**src/rtl/pong_pkg.sv**
```systemverilog
// Shared definitions for the Pong ball engine: FSM state codes, mode encodings,
// screen geometry and a coordinate clamp helper.
package pong_pkg;

  localparam logic [2:0] ST_IDLE      = 3'd0;
  localparam logic [2:0] ST_SERVE     = 3'd1;
  localparam logic [2:0] ST_FLY       = 3'd2;
  localparam logic [2:0] ST_MISS      = 3'd3;
  localparam logic [2:0] ST_SCORE     = 3'd4;
  localparam logic [2:0] ST_GAME_OVER = 3'd5;

  typedef enum logic [2:0] {
    IDLE      = ST_IDLE,
    SERVE     = ST_SERVE,
    FLY       = ST_FLY,
    MISS      = ST_MISS,
    SCORE     = ST_SCORE,
    GAME_OVER = ST_GAME_OVER
  } state_e;

  localparam logic [1:0] MODE_IDLE   = 2'd0;
  localparam logic [1:0] MODE_SINGLE = 2'd1;
  localparam logic [1:0] MODE_MULTI  = 2'd2;

  localparam logic [10:0] CENTRE_X   = 11'd504;
  localparam logic [10:0] CENTRE_Y   = 11'd376;
  localparam int          SCREEN_MAX = 1023;

  function automatic logic [10:0] clamp_coord(input logic signed [11:0] v);
    if (v < 12'sd0) return 11'd0;
    if (v > $signed(12'(SCREEN_MAX))) return 11'(SCREEN_MAX);
    return v[10:0];
  endfunction

endpackage

```
**src/rtl/pong_ball_engine_if.sv**
```systemverilog
// Frame-rate inputs from the player logic and registered ball/score outputs
// toward the draw pipeline. end_of_frame is a one-cycle strobe with no back-pressure.
interface pong_ball_engine_if #(parameter int POINT_W = 4);
  import pong_pkg::*;

  logic               end_of_frame;
  logic               serve;
  logic [1:0]         mode;
  logic [9:0]         pos_of_player_1;
  logic [9:0]         pos_of_player_2;
  logic [10:0]        x_pos_of_ball;
  logic [10:0]        y_pos_of_ball;
  logic [POINT_W-1:0] points_player_1;
  logic [POINT_W-1:0] points_player_2;
  logic               racket_hit;
  logic               game_over;
  logic               winner;
  state_e             state_dbg;

  modport master (
    output end_of_frame, serve, mode, pos_of_player_1, pos_of_player_2,
    input  x_pos_of_ball, y_pos_of_ball, points_player_1, points_player_2,
           racket_hit, game_over, winner, state_dbg
  );

  modport slave (
    input  end_of_frame, serve, mode, pos_of_player_1, pos_of_player_2,
    output x_pos_of_ball, y_pos_of_ball, points_player_1, points_player_2,
           racket_hit, game_over, winner, state_dbg
  );

endinterface

```
**src/rtl/ball_hit_zone.sv**
```systemverilog
// Racket overlap test and deflection: splits the racket into five zones and
// maps the zone to a signed vertical velocity (centre zone = 0).
module ball_hit_zone #(
  parameter int BALL_SIZE = 15,
  parameter int RACKET_H  = 80,
  parameter int VY_STEP   = 2
) (
  input  logic [10:0]       ball_y,
  input  logic [9:0]        racket_top,
  output logic              hit,
  output logic signed [7:0] vy_zone
);

  logic signed [12:0] d_s;
  logic [12:0]        d_cl;
  logic [2:0]         zone;
  logic signed [7:0]  zs;

  always_comb begin
    hit = (({1'b0, ball_y} + 12'(BALL_SIZE)) >= {2'b0, racket_top}) &&
          ({1'b0, ball_y} <= ({2'b0, racket_top} + 12'(RACKET_H)));
    // Offset of the ball centre below the racket top, limited to the racket span
    d_s = $signed({2'b0, ball_y}) + $signed(13'(BALL_SIZE / 2)) - $signed({3'b0, racket_top});
    if (d_s < 13'sd0)                           d_cl = '0;
    else if (d_s > $signed(13'(RACKET_H - 1)))  d_cl = 13'(RACKET_H - 1);
    else                                        d_cl = d_s;
    zone    = 3'((32'(d_cl) * 32'd5) / 32'(RACKET_H));
    zs      = $signed({5'b0, zone}) - 8'sd2;
    vy_zone = zs * $signed(8'(VY_STEP));
  end

endmodule

```
**src/rtl/pong_ball_engine.sv**
```systemverilog
// Pong ball motion and scoring FSM, advancing once per end_of_frame tick.
// Define BALL_SPEEDUP_EN to speed the ball up by one pixel/frame per racket hit.
module pong_ball_engine
  import pong_pkg::*;
#(
  parameter int TOP_WALL    = 51,
  parameter int BOTTOM_WALL = 717,
  parameter int P2_X        = 100,
  parameter int P1_X        = 923,
  parameter int BALL_SIZE   = 15,
  parameter int RACKET_H    = 80,
  parameter int VX_INIT     = 5,
  parameter int VX_MAX      = 9,
  parameter int VY_STEP     = 2,
  parameter int WIN_SCORE   = 9,
  parameter int POINT_W     = 4
) (
  input logic              clk65MHz,
  input logic              rst,
  pong_ball_engine_if.slave bus
);

  localparam logic signed [11:0] S_TOP = 12'(TOP_WALL);
  localparam logic signed [11:0] S_BOT = 12'(BOTTOM_WALL);
  localparam logic signed [11:0] S_P1  = 12'(P1_X);
  localparam logic signed [11:0] S_P2  = 12'(P2_X);
  localparam logic signed [11:0] S_BS  = 12'(BALL_SIZE);
  localparam logic signed [11:0] S_MAX = 12'(SCREEN_MAX);
  localparam logic [10:0] X_R_HIT = 11'(P1_X - BALL_SIZE);
  localparam logic [10:0] X_L_HIT = 11'(P2_X);
  localparam logic [10:0] X_R_OUT = 11'(SCREEN_MAX - BALL_SIZE);
  localparam logic [10:0] Y_TOP   = 11'(TOP_WALL);
  localparam logic [10:0] Y_BOT   = 11'(BOTTOM_WALL);
  localparam logic signed [7:0] VX_I   = 8'(VX_INIT);
  // Never below the serve speed, so the ceiling cannot slow a fresh serve
  localparam logic signed [7:0] VX_CAP = 8'((VX_MAX > VX_INIT) ? VX_MAX : VX_INIT);
  localparam logic [POINT_W-1:0] WIN = POINT_W'(WIN_SCORE);

  logic [2:0]         state_r, state_n;
  logic [10:0]        x_r, x_n, y_r, y_n;
  logic signed [7:0]  vx_r, vx_n, vy_r, vy_n;
  logic [POINT_W-1:0] p1_r, p1_n, p2_r, p2_n;
  logic               hit_r, hit_n, go_r, go_n, win_r, win_n;

  logic signed [11:0] nx, ny;
  logic signed [7:0]  vx_abs, hit_mag, vy_base, vy_abs, vy_z1, vy_z2;
  logic               hit1, hit2, mode_active, tick;

  ball_hit_zone #(.BALL_SIZE(BALL_SIZE), .RACKET_H(RACKET_H), .VY_STEP(VY_STEP)) u_zone_p1 (
    .ball_y(y_r), .racket_top(bus.pos_of_player_1), .hit(hit1), .vy_zone(vy_z1)
  );

  ball_hit_zone #(.BALL_SIZE(BALL_SIZE), .RACKET_H(RACKET_H), .VY_STEP(VY_STEP)) u_zone_p2 (
    .ball_y(y_r), .racket_top(bus.pos_of_player_2), .hit(hit2), .vy_zone(vy_z2)
  );

  assign tick        = bus.end_of_frame;
  assign mode_active = (bus.mode == MODE_SINGLE) || (bus.mode == MODE_MULTI);

  always_comb begin
    nx     = $signed({1'b0, x_r}) + $signed({{4{vx_r[7]}}, vx_r});
    ny     = $signed({1'b0, y_r}) + $signed({{4{vy_r[7]}}, vy_r});
    vx_abs = vx_r[7] ? -vx_r : vx_r;
`ifdef BALL_SPEEDUP_EN
    hit_mag = (vx_abs >= VX_CAP) ? VX_CAP : vx_abs + 8'sd1;
`else
    hit_mag = (vx_abs > VX_CAP) ? VX_CAP : vx_abs;
`endif
    state_n = state_r; x_n = x_r; y_n = y_r; vx_n = vx_r; vy_n = vy_r;
    p1_n = p1_r; p2_n = p2_r; hit_n = 1'b0; go_n = go_r; win_n = win_r;
    vy_base = vy_r;
    vy_abs  = vy_r;

    case (state_r)
      ST_IDLE: begin
        x_n = CENTRE_X; y_n = CENTRE_Y;
        if (mode_active) state_n = ST_SERVE;
      end
      ST_SERVE: begin
        x_n = CENTRE_X; y_n = CENTRE_Y;
        if (tick && bus.serve) state_n = ST_FLY;
      end
      ST_FLY, ST_MISS: if (tick) begin
        x_n = clamp_coord(nx);
        if (state_r == ST_FLY) begin
          if (!vx_r[7] && (vx_r != 8'sd0) && ((nx + S_BS) >= S_P1)) begin
            if (hit1) begin
              x_n = X_R_HIT; vx_n = -hit_mag; vy_base = vy_z1; hit_n = 1'b1;
            end else begin
              state_n = ST_MISS;
            end
          end else if (vx_r[7] && (nx <= S_P2)) begin
            if (bus.mode == MODE_MULTI) begin
              if (hit2) begin
                x_n = X_L_HIT; vx_n = hit_mag; vy_base = vy_z2; hit_n = 1'b1;
              end else begin
                state_n = ST_MISS;
              end
            end else begin
              // Single player: the left plane is a plain wall
              x_n = X_L_HIT; vx_n = vx_abs;
            end
          end
        end else if (nx < 12'sd0) begin
          x_n = '0; state_n = ST_SCORE;
          if (p1_r != WIN) p1_n = p1_r + POINT_W'(1);
        end else if ((nx + S_BS) > S_MAX) begin
          x_n = X_R_OUT; state_n = ST_SCORE;
          if (p2_r != WIN) p2_n = p2_r + POINT_W'(1);
        end
        vy_abs = vy_base[7] ? -vy_base : vy_base;
        vy_n   = vy_base;
        if (ny <= S_TOP) begin
          y_n = Y_TOP; vy_n = vy_abs;
        end else if (ny >= S_BOT) begin
          y_n = Y_BOT; vy_n = -vy_abs;
        end else begin
          y_n = ny[10:0];
        end
      end
      ST_SCORE: begin
        // vx still points at the side the ball left through, i.e. the conceding player
        x_n = CENTRE_X; y_n = CENTRE_Y; vy_n = '0;
        vx_n = vx_r[7] ? -VX_I : VX_I;
        if (p1_r == WIN) begin
          state_n = ST_GAME_OVER; go_n = 1'b1; win_n = 1'b0;
        end else if (p2_r == WIN) begin
          state_n = ST_GAME_OVER; go_n = 1'b1; win_n = 1'b1;
        end else begin
          state_n = ST_SERVE;
        end
      end
      ST_GAME_OVER: begin
        x_n = CENTRE_X; y_n = CENTRE_Y;
        if (tick && bus.serve) begin
          state_n = ST_SERVE; p1_n = '0; p2_n = '0; go_n = 1'b0; win_n = 1'b0;
          vx_n = VX_I; vy_n = '0;
        end
      end
      default: state_n = ST_IDLE;
    endcase

    if (!mode_active) begin
      state_n = ST_IDLE; x_n = CENTRE_X; y_n = CENTRE_Y; vx_n = VX_I; vy_n = '0;
      p1_n = '0; p2_n = '0; hit_n = 1'b0; go_n = 1'b0; win_n = 1'b0;
    end
  end

  always_ff @(posedge clk65MHz) begin
    if (rst) begin
      state_r <= ST_IDLE;  x_r <= CENTRE_X; y_r <= CENTRE_Y;
      vx_r <= VX_I;        vy_r <= '0;
      p1_r <= '0;          p2_r <= '0;
      hit_r <= 1'b0;       go_r <= 1'b0;    win_r <= 1'b0;
    end else begin
      state_r <= state_n;  x_r <= x_n;      y_r <= y_n;
      vx_r <= vx_n;        vy_r <= vy_n;
      p1_r <= p1_n;        p2_r <= p2_n;
      hit_r <= hit_n;      go_r <= go_n;    win_r <= win_n;
    end
  end

  assign bus.x_pos_of_ball   = x_r;
  assign bus.y_pos_of_ball   = y_r;
  assign bus.points_player_1 = p1_r;
  assign bus.points_player_2 = p2_r;
  assign bus.racket_hit      = hit_r;
  assign bus.game_over       = go_r;
  assign bus.winner          = win_r;
  assign bus.state_dbg       = state_e'(state_r);

endmodule

```
**src/flat_wrapper.sv**
```systemverilog
// flat-port wrapper written by rule: the top's interface ports become plain ports
module pong_ball_engine_flat import pong_pkg::*;
#(
  parameter int TOP_WALL    = 51,
  parameter int BOTTOM_WALL = 717,
  parameter int P2_X        = 100,
  parameter int P1_X        = 923,
  parameter int BALL_SIZE   = 15,
  parameter int RACKET_H    = 80,
  parameter int VX_INIT     = 5,
  parameter int VX_MAX      = 9,
  parameter int VY_STEP     = 2,
  parameter int WIN_SCORE   = 9,
  parameter int POINT_W     = 4
)
  (clk65MHz, rst, bus_end_of_frame, bus_serve, bus_mode, bus_pos_of_player_1, bus_pos_of_player_2, bus_x_pos_of_ball, bus_y_pos_of_ball, bus_points_player_1, bus_points_player_2, bus_racket_hit, bus_game_over, bus_winner, bus_state_dbg);
  pong_ball_engine_if #(.POINT_W(POINT_W)) bus_i ();
  input logic clk65MHz;
  input logic rst;
  input wire logic [$bits(bus_i.end_of_frame)-1:0] bus_end_of_frame;
  input wire logic [$bits(bus_i.serve)-1:0] bus_serve;
  input wire logic [$bits(bus_i.mode)-1:0] bus_mode;
  input wire logic [$bits(bus_i.pos_of_player_1)-1:0] bus_pos_of_player_1;
  input wire logic [$bits(bus_i.pos_of_player_2)-1:0] bus_pos_of_player_2;
  output wire logic [$bits(bus_i.x_pos_of_ball)-1:0] bus_x_pos_of_ball;
  output wire logic [$bits(bus_i.y_pos_of_ball)-1:0] bus_y_pos_of_ball;
  output wire logic [$bits(bus_i.points_player_1)-1:0] bus_points_player_1;
  output wire logic [$bits(bus_i.points_player_2)-1:0] bus_points_player_2;
  output wire logic [$bits(bus_i.racket_hit)-1:0] bus_racket_hit;
  output wire logic [$bits(bus_i.game_over)-1:0] bus_game_over;
  output wire logic [$bits(bus_i.winner)-1:0] bus_winner;
  output wire logic [$bits(bus_i.state_dbg)-1:0] bus_state_dbg;
  assign bus_i.end_of_frame = bus_end_of_frame;
  assign bus_i.serve = bus_serve;
  assign bus_i.mode = bus_mode;
  assign bus_i.pos_of_player_1 = bus_pos_of_player_1;
  assign bus_i.pos_of_player_2 = bus_pos_of_player_2;
  assign bus_x_pos_of_ball = bus_i.x_pos_of_ball;
  assign bus_y_pos_of_ball = bus_i.y_pos_of_ball;
  assign bus_points_player_1 = bus_i.points_player_1;
  assign bus_points_player_2 = bus_i.points_player_2;
  assign bus_racket_hit = bus_i.racket_hit;
  assign bus_game_over = bus_i.game_over;
  assign bus_winner = bus_i.winner;
  assign bus_state_dbg = bus_i.state_dbg;
  pong_ball_engine #(.TOP_WALL(TOP_WALL), .BOTTOM_WALL(BOTTOM_WALL), .P2_X(P2_X), .P1_X(P1_X), .BALL_SIZE(BALL_SIZE), .RACKET_H(RACKET_H), .VX_INIT(VX_INIT), .VX_MAX(VX_MAX), .VY_STEP(VY_STEP), .WIN_SCORE(WIN_SCORE), .POINT_W(POINT_W)) u_core (.clk65MHz(clk65MHz), .rst(rst), .bus(bus_i));
endmodule
```
**config.mk**
```make
export PLATFORM = sky130hd
export DESIGN_NAME = pong_ball_engine_flat
export DESIGN_NICKNAME = d
export VERILOG_FILES = /design/src/rtl/pong_pkg.sv /design/src/rtl/pong_ball_engine_if.sv /design/src/rtl/ball_hit_zone.sv /design/src/rtl/pong_ball_engine.sv /design/src/flat_wrapper.sv
export SDC_FILE = /design/constraint.sdc
export NUM_CORES = 1
export LEC_CHECK = 0
export CAP_MARGIN = 20
export CORE_ASPECT_RATIO = 1.1
export CORE_MARGIN = 3
export CORE_UTILIZATION = 37
export CTS_CLUSTER_DIAMETER = 50
export DETAILED_ROUTE_END_ITERATION = 10
export SYNTH_ARGS = -nofsm -noshare
export SYNTH_HDL_FRONTEND = slang
export SYNTH_SLANG_ARGS = --single-unit
```
**constraint.sdc**
```tcl
create_clock -name clk65MHz -period 9.3 [get_ports clk65MHz]
set_input_delay 0.93 -clock clk65MHz [delete_from_list [all_inputs] [get_ports clk65MHz]]
set_output_delay 0.93 -clock clk65MHz [all_outputs]
set_load 0.02 [all_outputs]
```
==> results.sh, run 1 <==
export IMPL_grt_pass1_vias=8952
export IMPL_critical_path_peak_fanout=7
export IMPL_ios=62
export IMPL_gp_congestion=0.962
export IMPL_numCtsBuffers=5
export IMPL_fin_ws_ns=0.604
export IMPL_hold_viol=0
export IMPL_clock_latency_ns=0.31
export IMPL_ys_seq_elements=52
export IMPL_r2r_end="u_core.vy_r[5]$_SDFFE_PP0P_"
export IMPL_first_pass_iters=7
export IMPL_port_buffers=61
export IMPL_end_kind="flip-flop"
export IMPL_worst_slew_pin_slew_ns=1.07
export IMPL_final_area_sq_um=10700
export IMPL_drc=0
export IMPL_synth_edf_count=0
export IMPL_die_y_microns=173
export IMPL_nFillCells=2530
export IMPL_place_inst=1656
export IMPL_wl_per_cell_microns=16.3
export IMPL_dp_hpwl_microns=21500
export IMPL_hold_path_class="flip-flop to flip-flop"
export IMPL_ant_nets=0
export IMPL_slew_headroom_pct=28.0
export IMPL_crit_arrival_ns=8.91
export IMPL_antennaDiodeCount=0
export IMPL_crit_family="compound AO/OA/AOI/OAI gates"
export IMPL_reg2reg_from="u_core.bus.y_pos_of_ball[0]$_SDFFE_PP0P_"
export IMPL_reg2reg_depth=39
export IMPL_powerDensity_nw_per_um2=99.0
export IMPL_start_util_pct=37.9
export IMPL_leakage_nw=4.45
export IMPL_die_w_microns=158
export IMPL_postSynthAreaPerCell_sq_um=7.27
export IMPL_grt_total_usage_pct=19.1
export IMPL_finalCritPeriodShare_pct=93.5
export IMPL_hold_path_cell_count=2
export IMPL_stdcell_count=1665
export IMPL_timing_critical_path_buf_inv=5
export IMPL_place_ws_ns=-0.0362
export IMPL_tritoncts="built"
export IMPL_synthCells=1289
export IMPL_grt_ovfl_total=0
export IMPL_drive_gt1_share_pct=6.72
export IMPL_drt_iter0_drc=564
export IMPL_cp_depth=39
export IMPL_setup_viol=0
export IMPL_via_per_inst=5.82
export IMPL_cpMostUsedCell="o21bai_1"
export IMPL_htreeDepth=2
export IMPL_reg2reg_slack_ns=0.70
export IMPL_drv_cap=0
export IMPL_ys_types=98
export IMPL_syn_to_final_growth_pct=14.5
export IMPL_syn_cell_area_sq_um=9370
export IMPL_critPathLaunchType="primary input"
export IMPL_final_nets=1514
export IMPL_coreArea_sq_um=24700
export IMPL_power_mw=1.06
export IMPL_fmax_ghz=0.115
export IMPL_finalCriticalPeriod_ns=8.70
export IMPL_synth_top_flop_cell="dfxtp_1"
export IMPL_crit_path_start="bus_pos_of_player_2[0]"
export IMPL_cts_buffer_depth=2
export IMPL_clockRootBuffer="clkbuf_16"
export IMPL_drt_total_wl_microns=27200
export IMPL_place_area_sq_um=10400
export IMPL_numClockSinks=52
export IMPL_path_clk_slew_ns=0.07
export IMPL_status="finished clean"
export IMPL_max_stage_delay_ns=0.48
export IMPL_grt_pass1_wl_microns=43900
export IMPL_async_flop_share_pct=0
export IMPL_row_count=60
export IMPL_ir_worst_vdd_v=0.0000830
export IMPL_crit_end="u_core.vy_r[5]$_SDFFE_PP0P_"
export IMPL_drv_slew=0
export IMPL_vias=9689
export IMPL_dieArea_sq_um=27300
export IMPL_cp_data_required_time_ns=9.52
export IMPL_clock_skew_final_ns=0.00718
export IMPL_yosysSeqAreaShare_pct=11.1
export IMPL_antenna_found_initial=0
export IMPL_yosysWarnings=0
export IMPL_worstSetupPathType="primary input to flip-flop"
export IMPL_slowest_stage="clkdlybuf4s50_1"
export IMPL_grt_max_degree=29
==> worst min path at each step <==
stage,slack [ns],endpoint,start
detailed placement,0.47,u_core.vy_r[0]$_SDFFE_PP0P_,u_core.vy_r[0]$_SDFFE_PP0P_
global placement,0.46,u_core.vy_r[0]$_SDFFE_PP0P_,u_core.vy_r[0]$_SDFFE_PP0P_
CTS,0.48,u_core.vy_r[0]$_SDFFE_PP0P_,u_core.vy_r[0]$_SDFFE_PP0P_
floorplan,0.42,u_core.vy_r[0]$_SDFFE_PP0P_,u_core.vy_r[0]$_SDFFE_PP0P_
global route,0.50,u_core.vy_r[0]$_SDFFE_PP0P_,u_core.vy_r[0]$_SDFFE_PP0P_
finish,0.49,u_core.vy_r[0]$_SDFFE_PP0P_,u_core.vy_r[0]$_SDFFE_PP0P_
==> per-layer routing <==
layer / vias up / part of all wire [%] / track usage [%]
met5: - / 0 / 0
met4: 0 / 2.4 / 5.14
met1: 4527 / 46 / 26.0
met2: 244 / 47 / 32.2
met3: 42 / 4.6 / 1.78
li1: 4876 / - / -
==> stage by stage <==
| step | setup TNS (ns) | hold WS (ns) | utilization [%] |
|---|---|---|---|
| 2_1_floorplan | 0 | 0.422 | - |
| 5_1_grt | -0.0556 | 0.495 | 43.4 |
| 6_report | 0 | 0.486 | 43.4 |
| 3_3_place_gp | 0 | 0.463 | 42.1 |
| 3_5_place_dp | -0.0362 | 0.471 | 42.1 |
| 4_1_cts | 0 | 0.480 | 43.0 |
==> Yosys cell counts, drive strengths merged, types with 20 or more instances <==
master	n	area [sq um]
o21ai	74	374
xor2	33	289
a21o	24	181
nor2	128	488
dfxtp	52	1040
clkbuf	35	141
a21oi	124	621
a211oi	20	155
ha	128	1600
o21a	31	240
o21bai	21	158
nand2	111	422
inv	73	274
nor3	32	175
nand3	37	190
xnor2	63	552
nand4	22	144
==> state kept, by name, indices dropped and copies added, names as in the netlist <==
signal,flops
u_core.bus.points_player_1,4
u_core.bus.state_dbg,3
u_core.vx_r,8
u_core.bus.winner,1
u_core.bus.x_pos_of_ball,11
u_core.bus.points_player_2,4
u_core.bus.y_pos_of_ball,11
u_core.bus.racket_hit,1
u_core.bus.game_over,1
u_core.vy_r,8
==> timing repair <==
item                       in CTS  in global routing
buffers inserted                0                  1
gates resized for setup         0                 21
setup endpoints to repair       0                  7
hold buffers                    0                  0
==> kinds of logic after synthesis <==
logic type,count (synthesis),share of synthesized area [%]
AO/OA/AOI/OAI,430,31.1
XOR/XNOR,96,8.97
adder cells (fa/ha/maj),134,18.4
buffers and inverters,114,4.83
flip-flops,52,11.1
multiplexers,17,1.95
other,1,0.0400
AND/OR/NAND/NOR,445,23.6
==> cell type report <==
cell class,count,area (sq um),area share [%]
inverters,73,274,2.55
flip-flops and latches,52,1040,9.71
clock buffers,5,125,1.17
repair buffers,81,761,7.09
clock inverters,3,90.1,0.840
well taps,310,388,3.62
multi-input cells,1141,8050,75.0
==> worst min-delay path, cell delays in order, from the launching register on <==
cell and delay [ns]:
dfxtp_1 0.35, nand2_1 0.07, nor2_1 0.03
==> cells in the final DEF, fill, tap and decap left out, drive strengths merged, types with 20 or more instances in the layout <==
cell	synthesis	layout
xor2	33	33
o21a	31	31
nand4	22	22
o21bai	21	21
nor3	32	32
xnor2	63	63
clkdlybuf4s50	0	61
o21ai	74	74
nand2	111	111
nand3	37	37
inv	73	73
ha	128	128
a21oi	124	124
a211oi	20	20
buf	6	20
a21o	24	24
dfxtp	52	52
nor2	128	128
==> power by group <==
group | switching [mW] | total, mW | internal, mW | leakage [nW]
sequential | 0.00404 | 0.228 | 0.223 | 0.419
combinational | 0.334 | 0.562 | 0.228 | 3.93
clock | 0.0906 | 0.272 | 0.182 | 0.104
total | 0.429 | 1.06 | 0.633 | 4.45
Power figures use the tool's default switching activity.
==> inputs of run 2 (changes only) <==
Settings changed: CAP_MARGIN 20 to 40.
==> results.sh, run 2 (synthesis results as in run 1) <==
export IMPL_status="finished clean"
export IMPL_die_w_microns=158
export IMPL_final_common_cell="ha_1"
export IMPL_cts_hold_fix_buffers=0
export IMPL_drive_gt1_share_pct=6.92
export IMPL_finalCriticalPeriod_ns=8.78
export IMPL_vias=9718
export IMPL_antenna_found_initial=0
export IMPL_place_area_sq_um=10400
export IMPL_grt_max_degree=29
export IMPL_worst_hold_slack_ns=0.484
export IMPL_power_frac_clock_pct=25.9
export IMPL_crit_arrival_ns=9.00
export IMPL_final_cell_mix="128 x ha_1, 127 x nor2_1, 117 x a21oi_1"
export IMPL_fmax_ghz=0.114
export IMPL_hold_path_class="flip-flop to flip-flop"
export IMPL_antennaDiodeCount=0
export IMPL_final_util_pct=43.5
export IMPL_cp_data_required_time_ns=9.52
export IMPL_grt_met2_usage_pct=32.1
export IMPL_clock_skew_final_ns=0.00651
export IMPL_grt_total_usage_pct=19.2
export IMPL_drv_slew=0
export IMPL_first_pass_iters=6
export IMPL_finalCritPeriodShare_pct=94.4
export IMPL_end_kind="flip-flop"
export IMPL_fin_ws_ns=0.523
export IMPL_seq_power_share_pct=21.5
export IMPL_syn_to_final_growth_pct=14.7
export IMPL_grtUsageMet3_pct=1.38
export IMPL_critPathLaunchType="primary input"
export IMPL_row_count=60
export IMPL_ant_nets=0
export IMPL_grt_busiest_layer="met2"
export IMPL_drt_total_wl_microns=27100
export IMPL_hold_viol=0
export IMPL_cts_buffer_depth=2
export IMPL_grt_ovfl_total=0
export IMPL_slowest_stage="clkdlybuf4s50_1"
export IMPL_start_util_pct=37.9
export IMPL_path_clk_slew_ns=0.07
export IMPL_worstSetupPathType="primary input to flip-flop"
export IMPL_numClockSinks=52
export IMPL_ios=62
export IMPL_drv_cap=0
export IMPL_dieArea_sq_um=27300
export IMPL_dp_hpwl_microns=21500
export IMPL_tritoncts="built"
export IMPL_power_mw=1.06
export IMPL_switching_share_pct=40.1
export IMPL_wl_per_cell_microns=16.2
export IMPL_nFillCells=2543
export IMPL_final_nets=1518
export IMPL_via_per_inst=5.82
export IMPL_numCtsBuffers=5
export IMPL_max_stage_delay_ns=0.50
export IMPL_internal_power_mw=0.635
export IMPL_setup_viol=0
export IMPL_critical_path_peak_fanout=11
export IMPL_drc=0
export IMPL_slew_headroom_pct=37.3
export IMPL_coreArea_sq_um=24700
export IMPL_worst_slew_pin_slew_ns=0.940
export IMPL_htreeDepth=2
export IMPL_final_area_sq_um=10700
export IMPL_clock_latency_ns=0.31
export IMPL_place_ws_ns=-0.00868
export IMPL_grt_pass1_wl_microns=44400
export IMPL_p_sw_mw=0.425
export IMPL_port_buffers=61
export IMPL_leakage_nw=4.47
export IMPL_ir_worst_vdd_v=0.0000849
export IMPL_grt_pass1_vias=9110
export IMPL_powerDensity_nw_per_um2=98.7
export IMPL_drt_iter0_drc=467
export IMPL_gp_congestion=0.962
export IMPL_clockRootBuffer="clkbuf_16"
export IMPL_combPwrFrac_pct=52.6
export IMPL_grt_use_met1_pct=26.4
export IMPL_die_y_microns=173
run 2: routing by layer:
layer / part of all wire [%] / vias up
li1: - / 4883
met1: 46 / 4518
met2: 47 / 266
met3: 4.5 / 51
met4: 2.5 / 0
met5: 0 / -
run 2: power groups by stage:
| stage | clock network [mW] | logic (mW) | registers, mW |
|---|---|---|---|
| after floorplan | 0 | 0.415 | 0.231 |
| after global placement | 0 | 0.503 | 0.233 |
| after detailed placement | 0 | 0.505 | 0.233 |
| after CTS | 0.276 | 0.508 | 0.227 |
| after global routing | 0.283 | 0.620 | 0.228 |
| final | 0.275 | 0.558 | 0.228 |
run 2: per-stage QoR:
step                 TNS, ns  std cells
global route         -0.0766       1669
global placement           0       1656
finish                     0       1669
floorplan                  0       1307
CTS                        0       1667
detailed placement  -0.00868       1659
run 2: repair_timing:
item                                    4_1_cts  5_1_grt
endpoints found under the setup margin        0        7
gates resized for setup                       0       20
setup buffers                                 0        2
run 2: critical path, delay by kind of cell:
family / cells / cell delay (ns)
xor gates and xnor gates: 1 / 0.18
buffers and inverters: 5 / 1.04
and+or+nand+nor: 7 / 1.74
adders and majority gates: 5 / 1.57
AOI/OAI and AO/OA: 21 / 3.54
run 2: final cells by class:
class / instances / area [sq um] / area share [%]
inverters: 73 / 274 / 2.55
flip-flops and latches: 52 / 1040 / 9.69
well taps: 310 / 388 / 3.61
multi-input cells: 1141 / 8040 / 74.8
clock buffers: 5 / 125 / 1.16
repair buffers: 85 / 788 / 7.34
clock inverters: 3 / 90.1 / 0.839
run 2: worst paths after layout:
| kind | from | endpoint | slack (ns) | cells after the start |
|---|---|---|---|---|
| max | bus_pos_of_player_1[0] | u_core.vy_r[5]$_SDFFE_PP0P_ | 0.52 | 39 |
| min reg2reg | u_core.vy_r[0]$_SDFFE_PP0P_ | u_core.vy_r[0]$_SDFFE_PP0P_ | 0.48 | 2 |
| min | u_core.vy_r[0]$_SDFFE_PP0P_ | u_core.vy_r[0]$_SDFFE_PP0P_ | 0.48 | 2 |
| max reg2reg | u_core.bus.y_pos_of_ball[0]$_SDFFE_PP0P_ | u_core.vy_r[5]$_SDFFE_PP0P_ | 0.60 | 39 |
==> inputs of run 3 (changes only) <==
Settings changed: REMOVE_ABC_BUFFERS set to 1.
==> results.sh, run 3 (synthesis results as in run 1) <==
export IMPL_status="finished clean"
export IMPL_nFillCells=2506
export IMPL_power_frac_clock_pct=21.2
export IMPL_drt_iter0_drc=537
export IMPL_switching_share_pct=41.8
export IMPL_htreeDepth=2
export IMPL_row_count=60
export IMPL_wl_per_cell_microns=15.8
export IMPL_tritoncts="built"
export IMPL_numClockSinks=52
export IMPL_power_mw=0.995
export IMPL_end_kind="flip-flop"
export IMPL_ios=62
export IMPL_port_buffers=61
export IMPL_finalCriticalPeriod_ns=8.77
export IMPL_drv_cap=0
export IMPL_coreArea_sq_um=24700
export IMPL_antenna_found_initial=0
export IMPL_final_area_sq_um=10700
export IMPL_leakage_nw=4.47
export IMPL_setup_viol=0
export IMPL_die_y_microns=173
export IMPL_internal_power_mw=0.579
export IMPL_fmax_ghz=0.114
export IMPL_powerDensity_nw_per_um2=92.7
export IMPL_syn_to_final_growth_pct=14.6
export IMPL_worstSetupPathType="primary input to flip-flop"
export IMPL_dp_hpwl_microns=21000
export IMPL_ir_worst_vdd_v=0.0000690
export IMPL_hold_viol=0
export IMPL_numCtsBuffers=5
export IMPL_worst_slew_pin_slew_ns=0.910
export IMPL_fin_tns_setup_ns=0
export IMPL_vias=9651
export IMPL_seq_power_share_pct=22.8
export IMPL_crit_arrival_ns=9.02
export IMPL_grt_pass1_wl_microns=44300
export IMPL_drive_gt1_share_pct=7.48
export IMPL_drt_total_wl_microns=26500
export IMPL_cts_buffer_depth=2
export IMPL_slew_headroom_pct=39.1
export IMPL_final_util_pct=43.5
export IMPL_critPathLaunchType="primary input"
export IMPL_via_per_inst=5.77
export IMPL_clock_skew_final_ns=0.00365
export IMPL_dieArea_sq_um=27300
export IMPL_slowest_stage="clkdlybuf4s50_1"
export IMPL_gp_congestion=0.922
export IMPL_ant_nets=0
export IMPL_final_nets=1524
export IMPL_clockRootBuffer="clkbuf_16"
export IMPL_hold_path_class="flip-flop to flip-flop"
export IMPL_clock_latency_ns=0.30
export IMPL_grt_max_degree=29
export IMPL_finalCritPeriodShare_pct=94.3
export IMPL_drv_slew=0
export IMPL_first_pass_iters=5
export IMPL_max_stage_delay_ns=0.49
export IMPL_start_util_pct=37.9
export IMPL_grt_total_usage_pct=19.2
export IMPL_final_cell_mix="128 x ha_1, 127 x nor2_1, 114 x a21oi_1"
export IMPL_drc=0
export IMPL_cp_data_required_time_ns=9.55
export IMPL_p_sw_mw=0.416
export IMPL_path_clk_slew_ns=0.07
export IMPL_die_w_microns=158
export IMPL_antennaDiodeCount=0
export IMPL_critical_path_peak_fanout=11
export IMPL_cpMostUsedCell="a21oi_2"
export IMPL_combPwrFrac_pct=55.9
export IMPL_grt_pass1_vias=9173
export IMPL_grt_ovfl_total=0
export IMPL_place_area_sq_um=10500
export IMPL_final_common_cell="ha_1"
## run 3: power by group through the flow
stage / Sequential (mW) / Combinational [mW] / Clock, mW
5_1_grt: 0.228 / 0.622 / 0.226
3_5_place_dp: 0.232 / 0.505 / 0
6_report: 0.227 / 0.557 / 0.211
3_3_place_gp: 0.233 / 0.502 / 0
4_1_cts: 0.227 / 0.507 / 0.218
2_1_floorplan: 0.232 / 0.405 / 0
## run 3: layout make-up
| type | count | area [sq um] | area share [%] |
|---|---|---|---|
| multi-input cells | 1141 | 8050 | 74.9 |
| clock buffers | 5 | 125 | 1.17 |
| repair buffers | 91 | 833 | 7.76 |
| well taps | 310 | 388 | 3.61 |
| inverters | 73 | 274 | 2.55 |
| flip-flops and latches | 52 | 1040 | 9.69 |
| clock inverters | 1 | 30.0 | 0.280 |
## run 3: worst paths after layout
kind,start,end,slack (ns),cells after the start
worst max-delay path,bus_pos_of_player_2[0],u_core.vy_r[7]$_SDFFE_PP0P_,0.53,42
worst min-delay path,u_core.vy_r[0]$_SDFFE_PP0P_,u_core.vy_r[0]$_SDFFE_PP0P_,0.47,2
worst max register to register,u_core.bus.y_pos_of_ball[2]$_SDFFE_PP0P_,u_core.vy_r[7]$_SDFFE_PP0P_,0.74,41
worst min register to register,u_core.vy_r[0]$_SDFFE_PP0P_,u_core.vy_r[0]$_SDFFE_PP0P_,0.47,2
## run 3: what timing repair did
| item | 4_1_cts | 5_1_grt |
|---|---|---|
| setup endpoints to repair | 0 | 7 |
| endpoints found under the hold margin | 0 | 0 |
| hold buffers | 0 | 0 |
| buffers inserted | 0 | 3 |
| gates resized for setup | 0 | 23 |
## run 3: stage by stage
stage          hold slack, ns  instances  setup WS, ns
5_1_grt                 0.504       1673       -0.0577
3_3_place_gp            0.452       1662         0.218
2_1_floorplan           0.422       1266         0.650
4_1_cts                 0.468       1670         0.280
6_report                0.472       1673         0.530
3_5_place_dp            0.459       1664      -0.00711
## run 3: critical path: cells and delay by family
kind	cells	cell delay, ns
XOR/XNOR	3	0.44
adder cells (fa/ha/maj)	6	1.78
AO/OA/AOI/OAI	18	3.37
buffers and inverters	7	1.26
AND/OR/NAND/NOR	8	1.22
## run 3: routing by layer
layer | track usage [%] | wire length, microns
met5 | 0 | 0
met4 | 6.04 | 819
met3 | 2.48 | 1070
met2 | 31.8 | 12300
met1 | 25.7 | 12300
